<file path="config.mk">
export PLATFORM = sky130hd
export DESIGN_NAME = irq_ctrl
export DESIGN_NICKNAME = d
export VERILOG_FILES = /design/src/rtl/irq_ctrl_pkg.sv /design/src/rtl/irq_prio_enc.sv /design/src/rtl/irq_ctrl.sv
export SDC_FILE = /design/constraint.sdc
export NUM_CORES = 1
export LEC_CHECK = 0
export CELL_PAD_IN_SITES_DETAIL_PLACEMENT = 1
export CELL_PAD_IN_SITES_GLOBAL_PLACEMENT = 1
export CORE_MARGIN = 1.5
export CORE_UTILIZATION = 29
export DETAILED_ROUTE_END_ITERATION = 10
export PLACE_DENSITY = 0.8
export SKIP_CTS_REPAIR_TIMING = 1
export SLEW_MARGIN = 25
export SYNTH_ARGS = -nofsm -noshare
export SYNTH_HDL_FRONTEND = slang
export SYNTH_SLANG_ARGS = --single-unit
</file>
<file path="constraint.sdc">
create_clock -name clk -period 2.2 [get_ports clk]
set_clock_uncertainty 0.15 [all_clocks]
set_input_delay 0.44 -clock clk [delete_from_list [all_inputs] [get_ports clk]]
set_output_delay 0.44 -clock clk [all_outputs]
set_load 0.01 [all_outputs]
</file>
<file path="src/rtl/irq_ctrl_pkg.sv">
// rtl/irq_ctrl_pkg.sv - register map and sizing constants for irq_ctrl
package irq_ctrl_pkg;

    localparam logic [2:0] IRQ_PEND  = 3'd0;
    localparam logic [2:0] IRQ_EN    = 3'd1;
    localparam logic [2:0] IRQ_TRIG  = 3'd2;
    localparam logic [2:0] IRQ_CTRL  = 3'd3;
    localparam logic [2:0] IRQ_CLAIM = 3'd4;

    localparam int IRQ_MAX_NSRC = 31;
    localparam int IRQ_ID_W     = 6;

endpackage

</file>
<file path="src/rtl/irq_prio_enc.sv">
// rtl/irq_prio_enc.sv - lowest-index-first priority encoder
module irq_prio_enc
    import irq_ctrl_pkg::*;
#(
    parameter int N  = 8,
    parameter int IW = IRQ_ID_W
) (
    input  logic [N-1:0]  req,
    output logic          valid,
    output logic [IW-1:0] idx
);

    // Scanning downward lets the lowest set index be the last one written.
    always_comb begin
        valid = 1'b0;
        idx   = '0;
        for (int i = N - 1; i >= 0; i--) begin
            if (req[i]) begin
                valid = 1'b1;
                idx   = IW'(i);
            end
        end
    end

endmodule

</file>
<file path="src/rtl/irq_ctrl.sv">
// rtl/irq_ctrl.sv - interrupt controller with pending/enable/trigger/claim registers
module irq_ctrl
    import irq_ctrl_pkg::*;
#(
    parameter int NSRC = 8
) (
    input  logic            clk,
    input  logic            rst_n,
    input  logic [NSRC-1:0] i_src,
    input  logic [2:0]      i_wb_adr,
    input  logic [31:0]     i_wb_dat,
    input  logic            i_wb_we,
    input  logic            i_wb_cyc,
    output logic [31:0]     o_wb_rdt,
    output logic            o_wb_ack,
    output logic            o_irq
);

    logic [NSRC-1:0]     pend, en, trig, src_q;
    logic                gie;
    logic [NSRC-1:0]     act, set_vec, clr_vec, claim_mask;
    logic                claim_vld, wr_ack, claim_rd;
    logic [IRQ_ID_W-1:0] claim_idx, claim_id;
    logic                unused_dat;

    assign unused_dat = &{1'b0, i_wb_dat[31:NSRC]};

    assign act = pend & en;

    irq_prio_enc #(
        .N  (NSRC),
        .IW (IRQ_ID_W)
    ) u_prio (
        .req   (act),
        .valid (claim_vld),
        .idx   (claim_idx)
    );

    assign claim_id = claim_vld ? claim_idx + IRQ_ID_W'(1) : '0;
    assign wr_ack   = o_wb_ack & i_wb_we;
    assign claim_rd = o_wb_ack & ~i_wb_we & (i_wb_adr == IRQ_CLAIM) & claim_vld;

    // Edge sources need a fresh rise; level sources re-pend while high.
    assign set_vec = i_src & (~trig | ~src_q);

    always_comb begin
        claim_mask = '0;
        for (int k = 0; k < NSRC; k++) begin
            claim_mask[k] = claim_rd && (claim_idx == IRQ_ID_W'(k));
        end
    end

    assign clr_vec = claim_mask |
                     ((wr_ack && (i_wb_adr == IRQ_PEND)) ? i_wb_dat[NSRC-1:0] : '0);

    always_comb begin
        o_wb_rdt = '0;
        case (i_wb_adr)
            IRQ_PEND:  o_wb_rdt = 32'(pend);
            IRQ_EN:    o_wb_rdt = 32'(en);
            IRQ_TRIG:  o_wb_rdt = 32'(trig);
            IRQ_CTRL:  o_wb_rdt = {31'b0, gie};
            IRQ_CLAIM: o_wb_rdt = 32'(claim_id);
            default:   o_wb_rdt = '0;
        endcase
    end

    always_ff @(posedge clk or negedge rst_n) begin
        if (!rst_n) begin
            pend     <= '0;
            en       <= '0;
            trig     <= '1;
            gie      <= 1'b0;
            src_q    <= '0;
            o_irq    <= 1'b0;
            o_wb_ack <= 1'b0;
        end else begin
            src_q    <= i_src;
            pend     <= (pend & ~clr_vec) | set_vec;
            o_irq    <= gie & (|act);
            o_wb_ack <= i_wb_cyc & ~o_wb_ack;
            if (wr_ack) begin
                case (i_wb_adr)
                    IRQ_EN:   en   <= i_wb_dat[NSRC-1:0];
                    IRQ_TRIG: trig <= i_wb_dat[NSRC-1:0];
                    IRQ_CTRL: gie  <= i_wb_dat[0];
                    default:  ;
                endcase
            end
        end
    end

endmodule

</file>
==> results of run 1 <==
==> path summary, 6_finish.rpt <==
check,endpoint,slack [ps],depth (start not counted)
max in group asynchronous,trig[1],1140,2
hold reg to reg,o_wb_ack,330,1
min in group asynchronous,src_q[5],410,2
setup reg to reg,pend[3],-50,9
setup / recovery,o_wb_rdt[2],-480,8
hold / removal,o_wb_ack,330,1
==> through the flow <==
step | total power, mW | worst slack, ps | std cells
after floorplan | 1.20 | 21.9 | 214
after global placement | 1.51 | -719 | 354
after detailed placement | 1.53 | -678 | 354
after CTS | 2.00 | -902 | 362
after global routing | 2.19 | -531 | 366
final | 2.08 | -482 | 366
==> worst max-delay path: stages, from the launching register on <==
cell	delay (ps)
dfrtp_1	390
a22o_1	250
a31o_4	230
or2_4	250
a21oi_4	190
ha_4	220
nand3_2	70
o21ai_2	60
buf_2	140
==> cells by family (layout without fill, tap and decap cells) <==
group | Yosys count | count (layout) | synth area share
buffers and inverters | 34 | 90 | 0.118
adder cells (fa/ha/maj) | 4 | 4 | 0.0246
multiplexers | 25 | 25 | 0.140
AND/OR/NAND/NOR | 55 | 55 | 0.140
AO/OA/AOI/OAI | 37 | 37 | 0.140
flip-flops | 35 | 35 | 0.436
other | 1 | 24 | 0.00185
==> registers in the layout (all words and copies together), names as in the netlist <==
register  count
en            8
pend          8
src_q         8
trig          8
gie           1
o_irq         1
o_wb_ack      1
==> Yosys cell counts <==
library cell,count,area (sq um)
and3b_1,1,8.76
or2_1,1,6.26
a21o_1,1,7.51
a22o_1,4,35.0
a31oi_1,1,6.26
mux2i_1,7,70.1
and2_1,2,12.5
inv_1,4,15.0
mux2_2,9,101
a21boi_0,1,7.51
a22oi_1,4,30.0
o32a_1,1,10.0
buf_4,25,188
nand4_1,1,6.26
dfrtp_1,27,676
o22ai_1,2,12.5
nand3_1,9,45.0
dfstp_2,8,210
o32ai_1,1,8.76
buf_6,2,22.5
nor2_1,12,45.0
o21ai_1,1,5.00
o21ai_0,2,10.0
nand2_1,22,82.6
mux2_1,8,90.1
nor2_4,1,11.3
o211ai_1,1,7.51
nor2b_1,2,12.5
a32o_1,7,70.1
conb_1,1,3.75
ha_1,4,50.1
mux4_2,1,22.5
nand2_2,1,6.26
a21oi_1,8,40.0
buf_2,3,15.0
a31o_1,1,8.76
nor3b_4,2,37.5
a21boi_1,1,7.51
o211a_4,1,17.5
and3b_2,1,10.0
==> power breakdown <==
part	internal (mW)	switching (mW)	total [mW]
clock	0.222	0.235	0.457
sequential	0.758	0.0788	0.837
combinational	0.418	0.372	0.790
total	1.40	0.685	2.08
==> area by class of cell <==
cell class	count	area [sq um]	share of cell area
Clock buffer	7	76.3	0.0271
Inverter	4	15.0	0.00533
Sequential cell	35	886	0.315
Multi-Input combinational cell	145	1070	0.382
Tap cell	96	120	0.0427
Clock inverter	1	5.00	0.00178
Timing Repair Buffer	78	638	0.227
==> metal layers <==
metal	GRT usage	routed length, um	part of all wire
met1	0.191	2550	0.43
met2	0.276	3010	0.51
met3	0.0410	283	0.048
met4	0.0528	76	0.013
met5	0	0	0
==> out/results.ini, run 1 <==
[worst_setup_path]
cp_max_fo = 4
timing.rr.start = en[2]
worst-setup-path-type = reg -> out
startpoint_type = flop
end_kind = output pin
crit_required_ps = 1610
cp-startpoint = en[2]
arrival_ps = 2090

[clocking]
clk_path_buf_depth = 2
cts_tree = yes
cts_made_buffers = 5
cts_root_buf = clkbuf_8
clock-sinks = 35
clk_latency_ps = 290
path_clk_slew_ps = 70
htree_num_levels = 2

[routing]
drt-initial-drc-count = 105
final_antenna_net_count = 0
vias = 1691
wirelength_um = 5930
wl_per_cell_um = 16.2
dr.pass1.iters = 4
drc = 0
vias_per_cell = 4.62

[sta]
slew_viol_final = 0
rsz0062_at_grt = true
fin_setup_tns_ps = -1510
fin_crit_ps = 2680
setup_viol = 5
fmax_mhz = 373
min_period_over_period = 1.22
worst_slack_ps = -482
hold_slack_ps = 334
finalHoldViolations = 0

[final_layout]
finalCoreUtilization = 0.414
antenna_cells = 0
final_common_cell = buf_4
layout_common_cells = buf_4, dfrtp_1, conb_1, clkdlybuf4s50_1, nand2_1
areaGrowthSynthToFinish_pct = 38.5
drive_above_1_share = 0.363
fillers = 774
design_area_sq_um = 2820
nNetsFinal = 320

[grt]
antenna_found_initial = 0
grt_usage = 0.159
grt_overflow = 0
grt_pass1_wl_um = 8980
grt_max_degree = 36
grt_pass1_vias = 1827

[floorplanning]
core_sq_um = 6790
rows = 30
die_w_um = 86.7
start_util = 0.299
dieArea_sq_um = 7520
die_h_um = 86.7
ios = 81

[min_path]
hold_start = o_wb_ack
min_path_type = reg -> reg

[synth]
netlist_area_sq_um = 2030
netlist_instances = 191
syn_avg_cell_area_sq_um = 10.6
ys_seq_elements = 35
synth_cell_types = 40
yosysSeqAreaShare = 0.436
yosysWarnings = 0

[placed_design]
place_area_sq_um = 2650
dp_hpwl_um = 4420
place_congestion = 0.855
io_buffers = 32

[power]
leakagePower_nw = 1.26
ir_worst_vdd_uv = 220
pwr_density_cell_nw_per_um2 = 740

[flow_run]
drv_cap = 0

[run_status]
failed_checks = negative setup slack
status = finished with violations

Power figures use the tool's default switching activity.
==> run 2, diff against run 1 <==
--- a/config.mk
+++ b/config.mk
@@ -5,6 +5,7 @@
 export SDC_FILE = /design/constraint.sdc
 export NUM_CORES = 1
 export LEC_CHECK = 0
+export ABC_AREA = 0
 export CELL_PAD_IN_SITES_DETAIL_PLACEMENT = 1
 export CELL_PAD_IN_SITES_GLOBAL_PLACEMENT = 1
 export CORE_MARGIN = 1.5
==> results of run 2 <==
No change in the layout: final DEF, timing and power equal those of run 1.
==> run 3, diff against run 2 <==
--- a/config.mk
+++ b/config.mk
@@ -10,6 +10,7 @@
 export CELL_PAD_IN_SITES_GLOBAL_PLACEMENT = 1
 export CORE_MARGIN = 1.5
 export CORE_UTILIZATION = 29
+export CTS_BUF_LIST = sky130_fd_sc_hd__clkbuf_8 sky130_fd_sc_hd__clkbuf_16
 export DETAILED_ROUTE_END_ITERATION = 10
 export PLACE_DENSITY = 0.8
 export SKIP_CTS_REPAIR_TIMING = 1
==> out/results.ini, run 3 (synthesis results as in run 1) <==
[final_layout]
design_area_sq_um = 2820  ; unchanged
areaGrowthSynthToFinish_pct = 38.5  ; unchanged
antenna_cells = 0  ; unchanged
nNetsFinal = 320  ; unchanged
drive_above_1_share = 0.363  ; unchanged
final_common_cell = buf_4
layout_common_cells = buf_4, dfrtp_1, conb_1, clkdlybuf4s50_1, nand2_1

[clocking]
htree_num_levels = 2  ; unchanged
cts_made_buffers = 5  ; unchanged
cts_tree = yes
clock-sinks = 35  ; unchanged
path_clk_slew_ps = 70  ; about the same
clk_latency_ps = 290  ; about the same
cts_root_buf = clkbuf_8
clk_path_buf_depth = 2  ; unchanged

[worst_setup_path]
worst-setup-path-type = reg -> out
cpPeakStageDelay_ps = 390  ; about the same
slowest_stage = dfrtp_1
crit_required_ps = 1610  ; about the same
arrival_ps = 2090  ; about the same
cp_max_fo = 4  ; unchanged
path_cells = a22o_1, a31o_4, or2_4, a21oi_4, ha_4, nand3_2, o21ai_2, buf_2
startpoint_type = flop
end_kind = output pin

[routing]
dr.pass1.iters = 4  ; unchanged
vias = 1690  ; -0.059%
drt-initial-drc-count = 105  ; unchanged
wl_per_cell_um = 16.2  ; about the same
drc = 0  ; unchanged
final_antenna_net_count = 0  ; unchanged
wirelength_um = 5930  ; about the same
vias_per_cell = 4.62  ; about the same

[power]
ir_worst_vdd_uv = 221  ; about the same
leakagePower_nw = 1.27  ; +0.66%
report.power.total_mw = 2.07  ; -0.42%
pwr_density_cell_nw_per_um2 = 737  ; -0.42%

[placed_design]
dp_hpwl_um = 4420  ; unchanged
place_congestion = 0.855  ; unchanged
io_buffers = 32  ; unchanged
place_area_sq_um = 2650  ; unchanged

[flow_run]
drv_cap = 0  ; unchanged

[floorplanning]
die_h_um = 86.7  ; unchanged
rows = 30  ; unchanged
core_sq_um = 6790  ; unchanged
dieArea_sq_um = 7520  ; unchanged
die_w_um = 86.7  ; unchanged
start_util = 0.299  ; unchanged
ios = 81  ; unchanged

[grt]
antenna_found_initial = 0  ; unchanged
grt_pass1_vias = 1827  ; unchanged
grt_overflow = 0  ; unchanged
grt_max_degree = 36  ; unchanged
grt_pass1_wl_um = 8980  ; unchanged
grt_usage = 0.159  ; unchanged

[run_status]
failed_checks = negative setup slack
status = finished with violations

[sta]
finalHoldViolations = 0  ; unchanged
setup_viol = 5  ; unchanged
rsz0062_at_grt = true
fin_crit_ps = 2680  ; +0.252 ps
hold_slack_ps = 334  ; unchanged
min_period_over_period = 1.22  ; about the same
slew_viol_final = 0  ; unchanged
fmax_mhz = 373  ; about the same
worst_slack_ps = -483  ; -0.252 ps

[min_path]
min_path_type = reg -> reg

==> run 3: changes by cell type in the layout (fill, tap and decap cells not counted) <==
cell / change
clkbuf_1: -2
inv_1: +2
==> run 3: critical path, delay by kind of cell (launching register included) <==
kind	cells	cell delay (ps)
AO/OA/AOI/OAI	4	730
flip-flops	1	390
AND/OR/NAND/NOR	2	320
adder cells (fa/ha/maj)	1	220
buffers and inverters	1	140
==> run 3: layout make-up <==
type	instances	area (sq um)
multi-input cells	145	1070
repair buffers	78	638
clock inverters	3	12.5
clock buffers	5	68.8
fillers	774	3980
inverters	4	15.0
flip-flops and latches	35	886
well taps	96	120
==> run 3: per-layer routing <==
| layer | GRT usage | routed length (um) | vias to the layer above |
|---|---|---|---|
| li1 | - | - | 788 |
| met4 | 0.0528 | 76 | 0 |
| met1 | 0.191 | 2550 | 844 |
| met5 | 0 | 0 | - |
| met3 | 0.0410 | 288 | 7 |
| met2 | 0.276 | 3010 | 51 |
==> run 3: through the flow <==
stage / TNS (ps) / setup WS, ps / cells / utilization
6_report: -1510 / -483 / 366 / 0.414
3_3_place_gp: -8940 / -719 / 354 / 0.390
3_5_place_dp: -9240 / -678 / 354 / 0.390
5_1_grt: -1870 / -532 / 366 / 0.414
2_1_floorplan: 0 / 21.9 / 214 / -
4_1_cts: -6290 / -902 / 362 / 0.402
==> run 3: worst paths after layout <==
path,from,end,slack (ps),depth (start not counted)
max in group asynchronous,rst_n,trig[1],1140,2
min reg2reg,o_wb_ack,o_wb_ack,330,1
min,o_wb_ack,o_wb_ack,330,1
max,en[2],o_wb_rdt[2],-480,8
max reg2reg,en[2],pend[3],-50,9
min in group asynchronous,rst_n,src_q[5],410,2
==> run 3: report_power, final <==
group / switching [mW] / internal, mW
combinational: 0.372 / 0.418
sequential: 0.0787 / 0.758
clock: 0.235 / 0.213
total: 0.686 / 1.39
